## config.mk

```make
export PLATFORM = sky130hd
export DESIGN_NAME = pipe_ctrl
export DESIGN_NICKNAME = d
export VERILOG_FILES = /design/src/rtl/pipe_ctrl.sv
export SDC_FILE = /design/constraint.sdc
export NUM_CORES = 1
export LEC_CHECK = 0
export ABC_AREA = 1
export BUFFER_PORTS_ARGS = -buffer_cell sky130_fd_sc_hd__buf_2
export CAP_MARGIN = 30
export CORE_AREA = 3 3 82 45
export DETAILED_ROUTE_END_ITERATION = 16
export DIE_AREA = 0 0 85 48
export PLACE_DENSITY = 0.76
export SYNTH_ARGS = -nofsm -noshare
export SYNTH_HDL_FRONTEND = slang
export SYNTH_SLANG_ARGS = --single-unit
```

## constraint.sdc

```tcl
create_clock -name clk -period 2.7 [get_ports clk]
set_input_delay 0 -clock clk [delete_from_list [all_inputs] [get_ports clk]]
set_output_delay 0 -clock clk [all_outputs]
set_load 0.02 [all_outputs]
```

## src/rtl/pipe_ctrl.sv

```systemverilog
// pipe_ctrl -- pipeline hazard controller for the five-stage core.
//
// Drives the stall/refresh controls of the IF/ID, ID/EX, EX/MEM and MEM/WB
// segment registers. Resolves, highest priority first: exception/eret flush,
// data-memory wait, multiply/divide occupancy of EX, and load-use hazards.
// The block owns no datapath state: only a small sequencing FSM (RUN,
// MD_WAIT, FLUSH) and a 6-bit MD occupancy counter.
//
// Optional feature macro: PIPE_CTRL_PERF_EN
//   defined   -> perf_stall_cycles (saturating) and perf_flushes (wrapping)
//                are implemented.
//   undefined -> both counter registers are omitted and the ports read 0.
//   Hazard behaviour is identical either way.

module pipe_ctrl #(
   parameter int DIV_CYCLES  = 33,
   parameter int MULT_CYCLES = 2
) (
   input  logic        clk,
   input  logic        resetn,
   input  logic        id_rs_ren,
   input  logic        id_rt_ren,
   input  logic [4:0]  id_rs,
   input  logic [4:0]  id_rt,
   input  logic        ex_load,
   input  logic        ex_regwen,
   input  logic [4:0]  ex_wreg,
   input  logic        ex_mult,
   input  logic        ex_div,
   input  logic        mem_data_en,
   input  logic        mem_data_ok,
   input  logic        exc_flush,
   output logic        if_id_stall,
   output logic        if_id_refresh,
   output logic        id_ex_stall,
   output logic        id_ex_refresh,
   output logic        ex_mem_stall,
   output logic        ex_mem_refresh,
   output logic        mem_wb_stall,
   output logic        mem_wb_refresh,
   output logic        md_busy,
   output logic        md_done,
   output logic [31:0] perf_stall_cycles,
   output logic [15:0] perf_flushes
);

   // Counter reload values: the entry cycle is the first of N stalled
   // cycles, so the counter starts at N-1 and the release happens at 0.
   localparam logic [5:0] DIV_LOAD  = 6'(DIV_CYCLES - 1);
   localparam logic [5:0] MULT_LOAD = 6'(MULT_CYCLES - 1);

   // A single-cycle multiply needs no extra EX occupancy at all.
   localparam bit MULT_EN = (MULT_CYCLES > 1);

   typedef enum logic [1:0] {
      ST_RUN     = 2'd0,
      ST_MD_WAIT = 2'd1,
      ST_FLUSH   = 2'd2
   } state_t;

   state_t      r_state;
   state_t      w_nextState;
   logic [5:0]  r_cnt;
   logic [5:0]  w_cntNext;

   logic        w_memWait;
   logic        w_mdReq;
   logic        w_mdEntry;
   logic        w_mdHold;
   logic        w_mdRelease;
   logic        w_rsHit;
   logic        w_rtHit;
   logic        w_loadUseHazard;
   logic        w_loadUse;
   logic        w_cntZero;

   // Condition decode shared by the next-state and output logic.
   always_comb begin
      w_memWait       = mem_data_en & ~mem_data_ok;
      w_mdReq         = ex_div | (ex_mult & MULT_EN);
      w_cntZero       = (r_cnt == 6'd0);

      w_rsHit         = id_rs_ren & (id_rs == ex_wreg);
      w_rtHit         = id_rt_ren & (id_rt == ex_wreg);
      w_loadUseHazard = ex_load & ex_regwen & (ex_wreg != 5'd0)
                        & (w_rsHit | w_rtHit);

      // EX is held during a memory wait, so an MD start is deferred.
      w_mdEntry       = (r_state == ST_RUN) & ~exc_flush & ~w_memWait
                        & w_mdReq;
      w_mdHold        = (r_state == ST_MD_WAIT) & ~w_cntZero;
      w_mdRelease     = (r_state == ST_MD_WAIT) & w_cntZero
                        & ~exc_flush & ~w_memWait;
      w_loadUse       = (r_state == ST_RUN) & ~exc_flush & ~w_memWait
                        & ~w_mdReq & w_loadUseHazard;
   end

   // State and MD counter registers; reset abandons any MD in progress.
   always_ff @(posedge clk or negedge resetn) begin
      if (!resetn) begin
         r_state <= ST_RUN;
         r_cnt   <= 6'd0;
      end else begin
         r_state <= w_nextState;
         r_cnt   <= w_cntNext;
      end
   end

   // Next-state and counter update; a flush overrides everything and the
   // MD counter keeps running through a memory wait.
   always_comb begin
      w_nextState = r_state;
      w_cntNext   = r_cnt;
      if (exc_flush) begin
         w_nextState = ST_FLUSH;
         w_cntNext   = 6'd0;
      end else begin
         unique case (r_state)
            ST_RUN: begin
               if (!w_memWait && w_mdReq) begin
                  w_nextState = ST_MD_WAIT;
                  w_cntNext   = ex_div ? DIV_LOAD : MULT_LOAD;
               end
            end
            ST_MD_WAIT: begin
               if (!w_cntZero) begin
                  w_cntNext = r_cnt - 6'd1;
               end else if (!w_memWait) begin
                  w_nextState = ST_RUN;
               end
            end
            ST_FLUSH: begin
               w_nextState = ST_RUN;
            end
            default: begin
               w_nextState = ST_RUN;
               w_cntNext   = 6'd0;
            end
         endcase
      end
   end

   // Segment controls in priority order; each branch asserts at most one of
   // stall/refresh per segment.
   always_comb begin
      if_id_stall    = 1'b0;
      if_id_refresh  = 1'b0;
      id_ex_stall    = 1'b0;
      id_ex_refresh  = 1'b0;
      ex_mem_stall   = 1'b0;
      ex_mem_refresh = 1'b0;
      mem_wb_stall   = 1'b0;
      mem_wb_refresh = 1'b0;
      if (exc_flush) begin
         if_id_refresh  = 1'b1;
         id_ex_refresh  = 1'b1;
         ex_mem_refresh = 1'b1;
         mem_wb_refresh = 1'b1;
      end else if (r_state == ST_FLUSH) begin
         if_id_refresh  = 1'b1;
      end else if (w_memWait) begin
         if_id_stall    = 1'b1;
         id_ex_stall    = 1'b1;
         ex_mem_stall   = 1'b1;
         mem_wb_refresh = 1'b1;
      end else if (w_mdEntry || w_mdHold) begin
         if_id_stall    = 1'b1;
         id_ex_stall    = 1'b1;
         ex_mem_refresh = 1'b1;
      end else if (w_loadUse) begin
         if_id_stall    = 1'b1;
         id_ex_refresh  = 1'b1;
      end
   end

   // MD status flags; a flush aborts the MD so neither flag shows.
   always_comb begin
      md_busy = ~exc_flush & (w_mdEntry | w_mdHold);
      md_done = w_mdRelease;
   end

`ifdef PIPE_CTRL_PERF_EN
   logic [31:0] r_perfStall;
   logic [15:0] r_perfFlush;

   // Stall-cycle counter saturates; flush counter wraps naturally.
   always_ff @(posedge clk or negedge resetn) begin
      if (!resetn) begin
         r_perfStall <= 32'd0;
         r_perfFlush <= 16'd0;
      end else begin
         if (if_id_stall && (r_perfStall != 32'hFFFF_FFFF)) begin
            r_perfStall <= r_perfStall + 32'd1;
         end
         if (exc_flush) begin
            r_perfFlush <= r_perfFlush + 16'd1;
         end
      end
   end

   assign perf_stall_cycles = r_perfStall;
   assign perf_flushes      = r_perfFlush;
`else
   assign perf_stall_cycles = 32'd0;
   assign perf_flushes      = 16'd0;
`endif

endmodule

```

==> impl_results.md, run 1 <==
* Pins Over Slew Limit at 0
* Period utilisation layout at 64.9%
* Pre-CTS setup slack at 1.18 ns
* Die ar. at 0.00408 mm^2
* Post-DP Area at 0.00122 mm^2
* Yosys warnings at 0
* Clock sink count at 8
* CTS tree: built
* Setup Fix Bufs, Post-CTS at 0
* Commonest cells after routing, fill and taps aside: conb_1, nand2_1, buf_2, nor2_1, inv_1
* Sequential share of the synthesized area at 16.8%
* I/O pin total at 84
* Max Freq at 0.571 GHz
* Global-route wire length before repair at 3500 um
* Largest net degree at the start of global routing at 10
* Final GP Congestion at 0.864
* Placed wire-length estimate at 1960 um
* Startpoint Class: flop
* Routed WL at 2310 um
* CP delay by family, top: simple AND/OR/NAND/NOR gates
* Critical Path End Type: output port
* Final ANT Viol Nets at 0
* FP Rows at 14
* Drt pass-1 iters at 5
* CTS root buffer: clkbuf_8
* WL/cell at 8.69 um
* Worst Hold Class: primary input to async pin
* RSZ-0062 raised after global routing: false
* Vias at 1101
* Synth Instances at 189
* Final hold slack at 0.138 ns
* Final nets at 256
* Worst-Skew Late Latency at 0.23 ns
* CTS Buf Count at 3
* Final setup viols at 0
* Worst path max stage delay at 0.37 ns
* GRT overflow at 0
* Status: finished, final reports clean
* Worst reg2reg setup slack at 1.17 ns
* MaxCap Viol Count at 0
* PwrDens at 366 mW/mm^2
* Core area at 0.00300 mm^2
* DRT iter0 DRCs at 36
* CTS max path bufs at 2
* Lkg Pwr at 0.815 nW
* Antenna cells at 0
* Most common cell after layout, fill and taps aside: conb_1
* Area of the mapped netlist at 0.00119 mm^2
* CP max-delay cell: dfrtp_1
* Crit Path Max Fanout at 6
* CTS clock-pin slew for the worst setup and hold paths at 0.04 ns
* Final worst slack at 0.948 ns
* Height of the die at 48 um
* Fin area at 0.00128 mm^2
* CP required at 2.70 ns
* Post-synth cell types at 24
* Post-synthesis average cell area at 6.32 um^2
* Fin Setup TNS at 0 ns
* Vias per inst at 4.14
* FF+latch count, synth at 8
* Initial antenna violation count at 0
* H-tree depth at 1
* Residual DRC count at 0
* Min cycle time layout at 1.75 ns
* Gr usage total at 10.4%
* # port buffers at 34
* Final hold violations at 0
* Crit path buffers/inverters at 2
* Worst path cell trace: inv_1 -> ha_1 -> nand2_1 -> nor2_1 -> nand2_1 -> nand2_1 -> nand3_1 -> nand3_1 -> nand2_1 -> buf_2
* Area Growth Syn to Fin at 7.54%
* Layout cell share with drive strength beyond 1 at 21.2%
* Clock skew at 0.00514 ns
* Peak supply drop at 0.153 mV
* Most frequent CP cell: nand2_1
* Worst setup path class: flop to output port
* Number of global-route vias before repair at 831
* Critical Path AT at 1.75 ns
* Die X at 85 um
* Initial Utilization at 39.9%
flip-flops by register name, indices dropped and copies added (netlist names):
register,count
r_cnt,6
r_state,2
worst reg2reg max path, delay by kind of cell, from the launching register on:
kind                       cells  cell delay (ns)
and+or+nand+nor                6             0.65
adders and majority gates      1             0.18
buffers and inverters          1             0.15
DFF                            1             0.37
AOI/OAI and AO/OA              1             0.06
report_power, final:
| group | internal, mW | total, mW | switching (mW) |
|---|---|---|---|
| logic | 0.0519 | 0.198 | 0.146 |
| clock network | 0.0963 | 0.141 | 0.0444 |
| registers | 0.127 | 0.132 | 0.00557 |
| total | 0.275 | 0.471 | 0.196 |
synth_stat cells:
master | number | area share, %
nor2_8 | 1 | 1.7
nor4_1 | 2 | 1.0
nand2_4 | 1 | 0.94
dfrtp_1 | 8 | 17
o21ai_2 | 1 | 0.73
inv_1 | 18 | 5.7
nand2_1 | 43 | 14
o21ai_1 | 4 | 1.7
inv_2 | 4 | 1.3
nor2_2 | 1 | 0.52
xor2_1 | 4 | 2.9
o21bai_1 | 1 | 0.63
nor2_4 | 2 | 1.9
ha_1 | 2 | 2.1
buf_4 | 49 | 31
nand4_1 | 2 | 1.0
nor2_1 | 22 | 6.9
o21ai_0 | 8 | 3.4
conb_1 | 1 | 0.31
nand3_1 | 11 | 4.6
clkbuf_1 | 1 | 0.31
nor3_1 | 1 | 0.42
nand2_2 | 1 | 0.52
a21oi_1 | 1 | 0.42
final timing paths:
path                                      start  cells past startpoint                    to
max                        r_cnt[0]$_DFFE_PN0P_                     10           if_id_stall
min                                      resetn                      2  r_cnt[3]$_DFFE_PN0P_
max reg2reg                r_cnt[0]$_DFFE_PN0P_                      9  r_cnt[0]$_DFFE_PN0P_
min reg2reg                r_cnt[1]$_DFFE_PN0P_                      2  r_cnt[1]$_DFFE_PN0P_
max in group asynchronous                resetn                      2  r_cnt[1]$_DFFE_PN0P_
min in group clk                         ex_div                      5  r_cnt[5]$_DFFE_PN0P_
metrics by stage:
| step | instances | power, mW | util [%] |
|---|---|---|---|
| after floorplan | 237 | 0.335 | - |
| final | 266 | 0.471 | 42.9 |
| after global placement | 261 | 0.324 | 40.9 |
| after CTS | 266 | 0.472 | 42.9 |
| after global routing | 266 | 0.501 | 42.9 |
| after detailed placement | 261 | 0.327 | 40.9 |
kinds of logic after synthesis:
group	count (synthesis)	synth area share, %
AO/OA/AOI/OAI	15	6.81
AND/OR/NAND/NOR	87	33.1
adder cells (fa/ha/maj)	2	2.09
other	1	0.314
buffers and inverters	72	38.0
flip-flops	8	16.8
XOR/XNOR	4	2.93
what timing repair did:
item,in CTS,in global routing
hold buffers,2,0
resized for setup,0,0
hold endpoints to repair,9,0
area by class of cell:
| class | instances | area [um^2] |
|---|---|---|
| Sequential cell | 8 | 200 |
| Multi-Input combinational cell | 157 | 721 |
| Clock buffer | 3 | 41.3 |
| Fill cell | 304 | 1710 |
| Tap cell | 40 | 50.0 |
| Inverter | 22 | 82.6 |
| Timing Repair Buffer | 36 | 190 |
layer usage:
layer  routed length [um]  share of wire (%)  vias up  GRT usage, %
met2                 1120                 48       67          19.6
met3                  283                 12        0          2.23
li1                     -                  -      563             -
met4                    0                  0        0         0.946
met5                    0                  0        -             0
met1                  912                 39      471          13.2
(Power assumes the default switching activity.)
==> run 2, diff against run 1 <==
==> constraint.sdc (replaced) <==
create_clock -name clk -period 1.7 [get_ports clk]
set_input_delay 0 -clock clk [delete_from_list [all_inputs] [get_ports clk]]
set_output_delay 0 -clock clk [all_outputs]
set_load 0.02 [all_outputs]
==> impl_results.md, run 2 (synthesis gave the netlist of run 1 again) <==
* Status: finished, final reports clean
* Max Freq at 0.632 GHz
* GRT overflow at 0
* Die X at 85 um
* Die ar. at 0.00408 mm^2
* Largest net degree at the start of global routing at 10
* Clock sink count at 8
* Worst path cell trace: inv_2 -> ha_1 -> nand2_1 -> nor2_2 -> nand2_2 -> nand2_2 -> nand3_1 -> nand3_1 -> nand2_1 -> buf_2
* Initial antenna violation count at 0
* Residual DRC count at 0
* Critical R2R Launch: r_cnt[0]$_DFFE_PN0P_
* Final GP Congestion at 0.864
* Logic gate share of total power at 43.1%
* Vias at 1096
* Placed cell count at 261
* Start point of the critical path: r_cnt[0]$_DFFE_PN0P_
* CTS Buf Count at 3
* Reg2Reg Depth at 9
* Area Growth Syn to Fin at 9.42%
* CP max-delay cell: dfrtp_1
* Most common cell after layout, fill and taps aside: conb_1
* FP Rows at 14
* MaxCap Viol Count at 0
* Antenna cells at 0
* Fin area at 0.00131 mm^2
* Critical Path End: if_id_stall
* Gr usage total at 10.7%
* Worst path max stage delay at 0.38 ns
* Placed wire-length estimate at 1960 um
* H-tree depth at 1
* Lkg Pwr at 0.825 nW
* CTS max path bufs at 2
* Reg power frac at 27.8%
* Peak supply drop at 0.260 mV
* Layout cell share with drive strength beyond 1 at 24.1%
* Height of the die at 48 um
* RSZ-0062 raised after global routing: false
* Largest regs: r_cnt x6, r_state x2
* DRT iter0 DRCs at 30
* Min cycle time layout at 1.58 ns
* # port buffers at 34
* PwrDens at 580 mW/mm^2
* Commonest cells after routing, fill and taps aside: conb_1, nand2_1, buf_2, nor2_1, inv_1
* Number of global-route vias before repair at 868
* Period utilisation layout at 93.1%
* Crit Path Max Fanout at 4
* Final hold violations at 0
* Final ANT Viol Nets at 0
* Net switching fraction of the power at 41.5%
* Pint at 444 uW
* CTS root buffer: clkbuf_8
* CP required at 1.70 ns
* Worst Hold Class: primary input to flop
* Reg-to-reg endpoint: r_cnt[0]$_DFFE_PN0P_
* Worst-Skew Late Latency at 0.23 ns
* Worst setup path class: flop to output port
* Clock power share at 29.1%
* Max reg flops at 6
* Critical Path AT at 1.58 ns
* Final nets at 258
* Net switching power at 314 uW
* Pre-CTS setup slack at 0.173 ns
* Clock skew at 0.00424 ns
* CTS clock-pin slew for the worst setup and hold paths at 0.04 ns
* Pins Over Slew Limit at 0
* Final worst slack at 0.118 ns
* Critical Path Stages at 10
* Core area at 0.00300 mm^2
* Routed WL at 2330 um
* Fin Setup TNS at 0 ns
* WL/cell at 8.71 um
* Hold Crit Depth at 5
* Crit path buffers/inverters at 2
* Post-DP Area at 0.00122 mm^2
* Initial Utilization at 39.9%
* Reg with most FFs: r_cnt
* I/O pin total at 84
* Drt pass-1 iters at 6
* Final setup viols at 0
* Non-filler cells, final at 268
* CTS tree: built
* Critical Path End Type: output port
* Global-route wire length before repair at 3580 um
* Final hold slack at 0.134 ns
* Vias per inst at 4.09
* Startpoint Class: flop
* CP delay by family, top: simple AND/OR/NAND/NOR gates
* Worst reg2reg setup slack at 0.28 ns
## run 2: layer usage
| metal | track usage, % | up-vias | wire [um] |
|---|---|---|---|
| li1 | - | 567 | - |
| met1 | 13.2 | 469 | 935 |
| met2 | 20.7 | 60 | 1140 |
| met3 | 2.41 | 0 | 262 |
| met4 | 0.946 | 0 | 0 |
| met5 | 0 | - | 0 |
## run 2: tightest hold or removal path, cell delays in order
cell and delay [ns]:
buf_2 0.10, nand3_1 0.07, nand2_1 0.06, nand2_1 0.05, nand2_1 0.05
## run 2: power by group through the flow
stage                     Combinational, mW  Sequential (mW)  Clock [mW]
final                                 0.327            0.211       0.221
after floorplan                       0.322            0.210           0
after CTS                             0.314            0.210       0.227
after global placement                0.303            0.212           0
after global routing                  0.362            0.211       0.236
after detailed placement              0.307            0.212           0
## run 2: area by class of cell
cell class / count / area (um^2)
fill: 302 / 1690
multi-input combinational: 157 / 728
timing repair buffer: 38 / 205
sequential: 8 / 200
inverter: 22 / 82.6
tap: 40 / 50.0
clock buffer: 3 / 41.3
## run 2: worst min-delay path by stage
stage               startpoint                endpoint  slack, ns
global route            ex_div    r_cnt[5]$_DFFE_PN0P_       0.17
finish                  ex_div    r_cnt[5]$_DFFE_PN0P_       0.13
global placement        resetn    r_cnt[3]$_DFFE_PN0P_      -0.15
CTS                     ex_div    r_cnt[5]$_DFFE_PN0P_       0.13
floorplan               resetn    r_cnt[0]$_DFFE_PN0P_      -0.30
detailed placement      resetn  r_state[1]$_DFFE_PN0P_      -0.15
## run 2: through the flow
step | power, mW | utilization, %
3_3_place_gp | 0.515 | 40.9
4_1_cts | 0.751 | 43.0
2_1_floorplan | 0.533 | -
6_report | 0.758 | 43.7
3_5_place_dp | 0.519 | 40.9
5_1_grt | 0.809 | 43.7
## run 2: timing repair
item / 4_1_cts / 5_1_grt
setup buffers: 0 / 2
endpoints found under the hold margin: 9 / 0
setup endpoints to repair: 2 / 3
pin swaps: 0 / 0
gates resized for setup: 2 / 3
hold buffers: 2 / 0
==> run 3, diff against run 2 <==
--- a/config.mk
+++ b/config.mk
@@ -5,12 +5,11 @@
 export SDC_FILE = /design/constraint.sdc
 export NUM_CORES = 1
 export LEC_CHECK = 0
-export ABC_AREA = 1
 export BUFFER_PORTS_ARGS = -buffer_cell sky130_fd_sc_hd__buf_2
 export CAP_MARGIN = 30
-export CORE_AREA = 3 3 82 45
+export CORE_AREA = 3 3 81 45
 export DETAILED_ROUTE_END_ITERATION = 16
-export DIE_AREA = 0 0 85 48
+export DIE_AREA = 0 0 84 48
 export PLACE_DENSITY = 0.76
 export SYNTH_ARGS = -nofsm -noshare
 export SYNTH_HDL_FRONTEND = slang
==> impl_results.md, run 3 <==
* Status: finished, final reports clean
* Post-synthesis average cell area at 7.85 um^2
* Vias at 990
* FF+latch count, synth at 8
* Critical Path AT at 1.69 ns
* Final GP Congestion at 0.881
* RSZ-0062 raised after global routing: true
* Largest regs: r_cnt x6, r_state x2
* Most common cell after layout, fill and taps aside: conb_1
* # port buffers at 34
* Area of the mapped netlist at 0.00116 mm^2
* Die X at 84 um
* CTS Buf Count at 3
* Initial antenna violation count at 0
* Final hold slack at 0.167 ns
* Post-synth top area share at 31.7%
* CTS root buffer: clkbuf_8
* Commonest cells after routing, fill and taps aside: conb_1, buf_2, xor2_1, buf_4
* Initial Utilization at 39.2%
* Max Freq at 0.592 GHz
* CTS clock-pin slew for the worst setup and hold paths at 0.04 ns
* Yosys warnings at 0
* Clock skew at 0.00782 ns
* Worst-Skew Late Latency at 0.23 ns
* Lkg Pwr at 0.691 nW
* Leading area contributor after synthesis: buf_4
* Number of synthesized flops with an enable pin at 0
* Post-synth top cells: buf_4, dfrtp_1, nand2_1, xor2_1, a21oi_1
* FP Rows at 14
* Crit Path Max Fanout at 5
* Sequential share of the synthesized area at 17.2%
* Die ar. at 0.00403 mm^2
* Gr usage total at 10.8%
* Count leader, synth: buf_4
* Fraction of registers with async set or reset after synthesis at 100%
* Placed wire-length estimate at 1950 um
* Largest cells by area after synthesis: buf_4, dfrtp_1, xor2_1
* I/O pin total at 84
* Final nets at 216
* Critical Path End Type: output port
* MaxCap Viol Count at 0
* Worst Hold Class: primary input to async pin
* Drt pass-1 iters at 4
* Post-synth cell types at 40
* Number of global-route vias before repair at 848
* Largest net degree at the start of global routing at 15
* DRT iter0 DRCs at 52
* Residual DRC count at 0
* Seq. cell area at 201 um^2
* WL/cell at 10.7 um
* Layout cell share with drive strength beyond 1 at 31.2%
* Clock sink count at 8
* Period utilisation layout at 99.3%
* Routed WL at 2430 um
* PwrDens at 641 mW/mm^2
* Worst reg2reg setup slack at 0.05 ns
* Final ANT Viol Nets at 0
* Post-synth top flop: dfrtp_1
* Layout fillers at 287
* Max reg flops at 6
* Final worst slack at 0.0121 ns
* Worst setup path class: flop to output port
* CTS tree: built
* Height of the die at 48 um
* GRT overflow at 0
* Vias per inst at 4.38
* Core area at 0.00296 mm^2
* Antenna cells at 0
* Pins Over Slew Limit at 0
* Global-route wire length before repair at 3560 um
* H-tree depth at 1
* Final setup viols at 0
* Reg with most FFs: r_cnt
* Area Growth Syn to Fin at 12.0%
* Min cycle time layout at 1.69 ns
* CP required at 1.70 ns
* Synth Instances at 148
* Final core utilization at 43.9%
* Peak supply drop at 0.236 mV
* CTS max path bufs at 2
* Startpoint Class: flop
* Final hold violations at 0
* Multi-input gate area at 744 um^2
* Pre-CTS setup slack at 0.0284 ns
## run 3: worst paths after layout
path / endpoint / cells past startpoint / start
worst max-delay path: if_id_stall / 6 / r_cnt[2]$_DFFE_PN0P_
worst min-delay path: r_cnt[3]$_DFFE_PN0P_ / 2 / resetn
worst max register to register: r_cnt[4]$_DFFE_PN0P_ / 3 / r_state[1]$_DFFE_PN0P_
worst min register to register: r_cnt[1]$_DFFE_PN0P_ / 2 / r_cnt[1]$_DFFE_PN0P_
max in group asynchronous: r_state[0]$_DFFE_PN0P_ / 2 / resetn
min in group clk: r_cnt[5]$_DFFE_PN0P_ / 3 / ex_div
## run 3: cell type report
type	instances	share of cell area (%)
Multi-Input combinational cell	127	57.3
Timing Repair Buffer	42	18.5
Sequential cell	8	15.5
Tap cell	40	3.85
Clock buffer	3	3.18
Inverter	6	1.73
## run 3: what timing repair did
item                                    CTS  global route
hold endpoints to repair                  9             0
endpoints found under the setup margin    2            10
resized for setup                         3            13
pin swaps                                 1             1
setup buffers                             1             1
hold buffers                              2             0
## run 3: metrics by stage
stage	area (um^2)	total power [mW]	cells	TNS, ns
after floorplan	1350	0.568	196	0
after global placement	1190	0.567	219	0
after detailed placement	1190	0.574	219	0
after CTS	1260	0.810	225	0
after global routing	1300	0.885	226	-0.102
final	1300	0.833	226	0
## run 3: cells by family (layout without fill, tap and decap cells)
family / after synthesis / after routing / synth area share (%)
simple gates: 42 / 42 / 21.0
xor+xnor: 10 / 10 / 7.54
mux: 1 / 1 / 0.862
buf+inv: 61 / 51 / 36.9
other cells: 1 / 49 / 0.323
compound gates: 23 / 23 / 14.0
fa+ha+maj: 2 / 2 / 2.15
flops: 8 / 8 / 17.2
## run 3: power by group
group | switching, mW | internal, mW
registers | 0.0246 | 0.210
logic | 0.242 | 0.131
clock network | 0.0731 | 0.153
## run 3: routing by layer
metal | vias up | GRT usage (%) | wire length (um)
li1 | 486 | - | -
met1 | 444 | 11.6 | 920
met2 | 60 | 24.0 | 1240
met3 | 0 | 1.72 | 266
met4 | 0 | 0.962 | 0
met5 | - | 0 | 0
## run 3: worst max-delay path: stages, from the launching register on
cell	delay [ns]
dfrtp_1	0.42
nor3_2	0.22
buf_4	0.16
a21oi_2	0.05
o311a_1	0.30
o21bai_1	0.15
buf_4	0.16
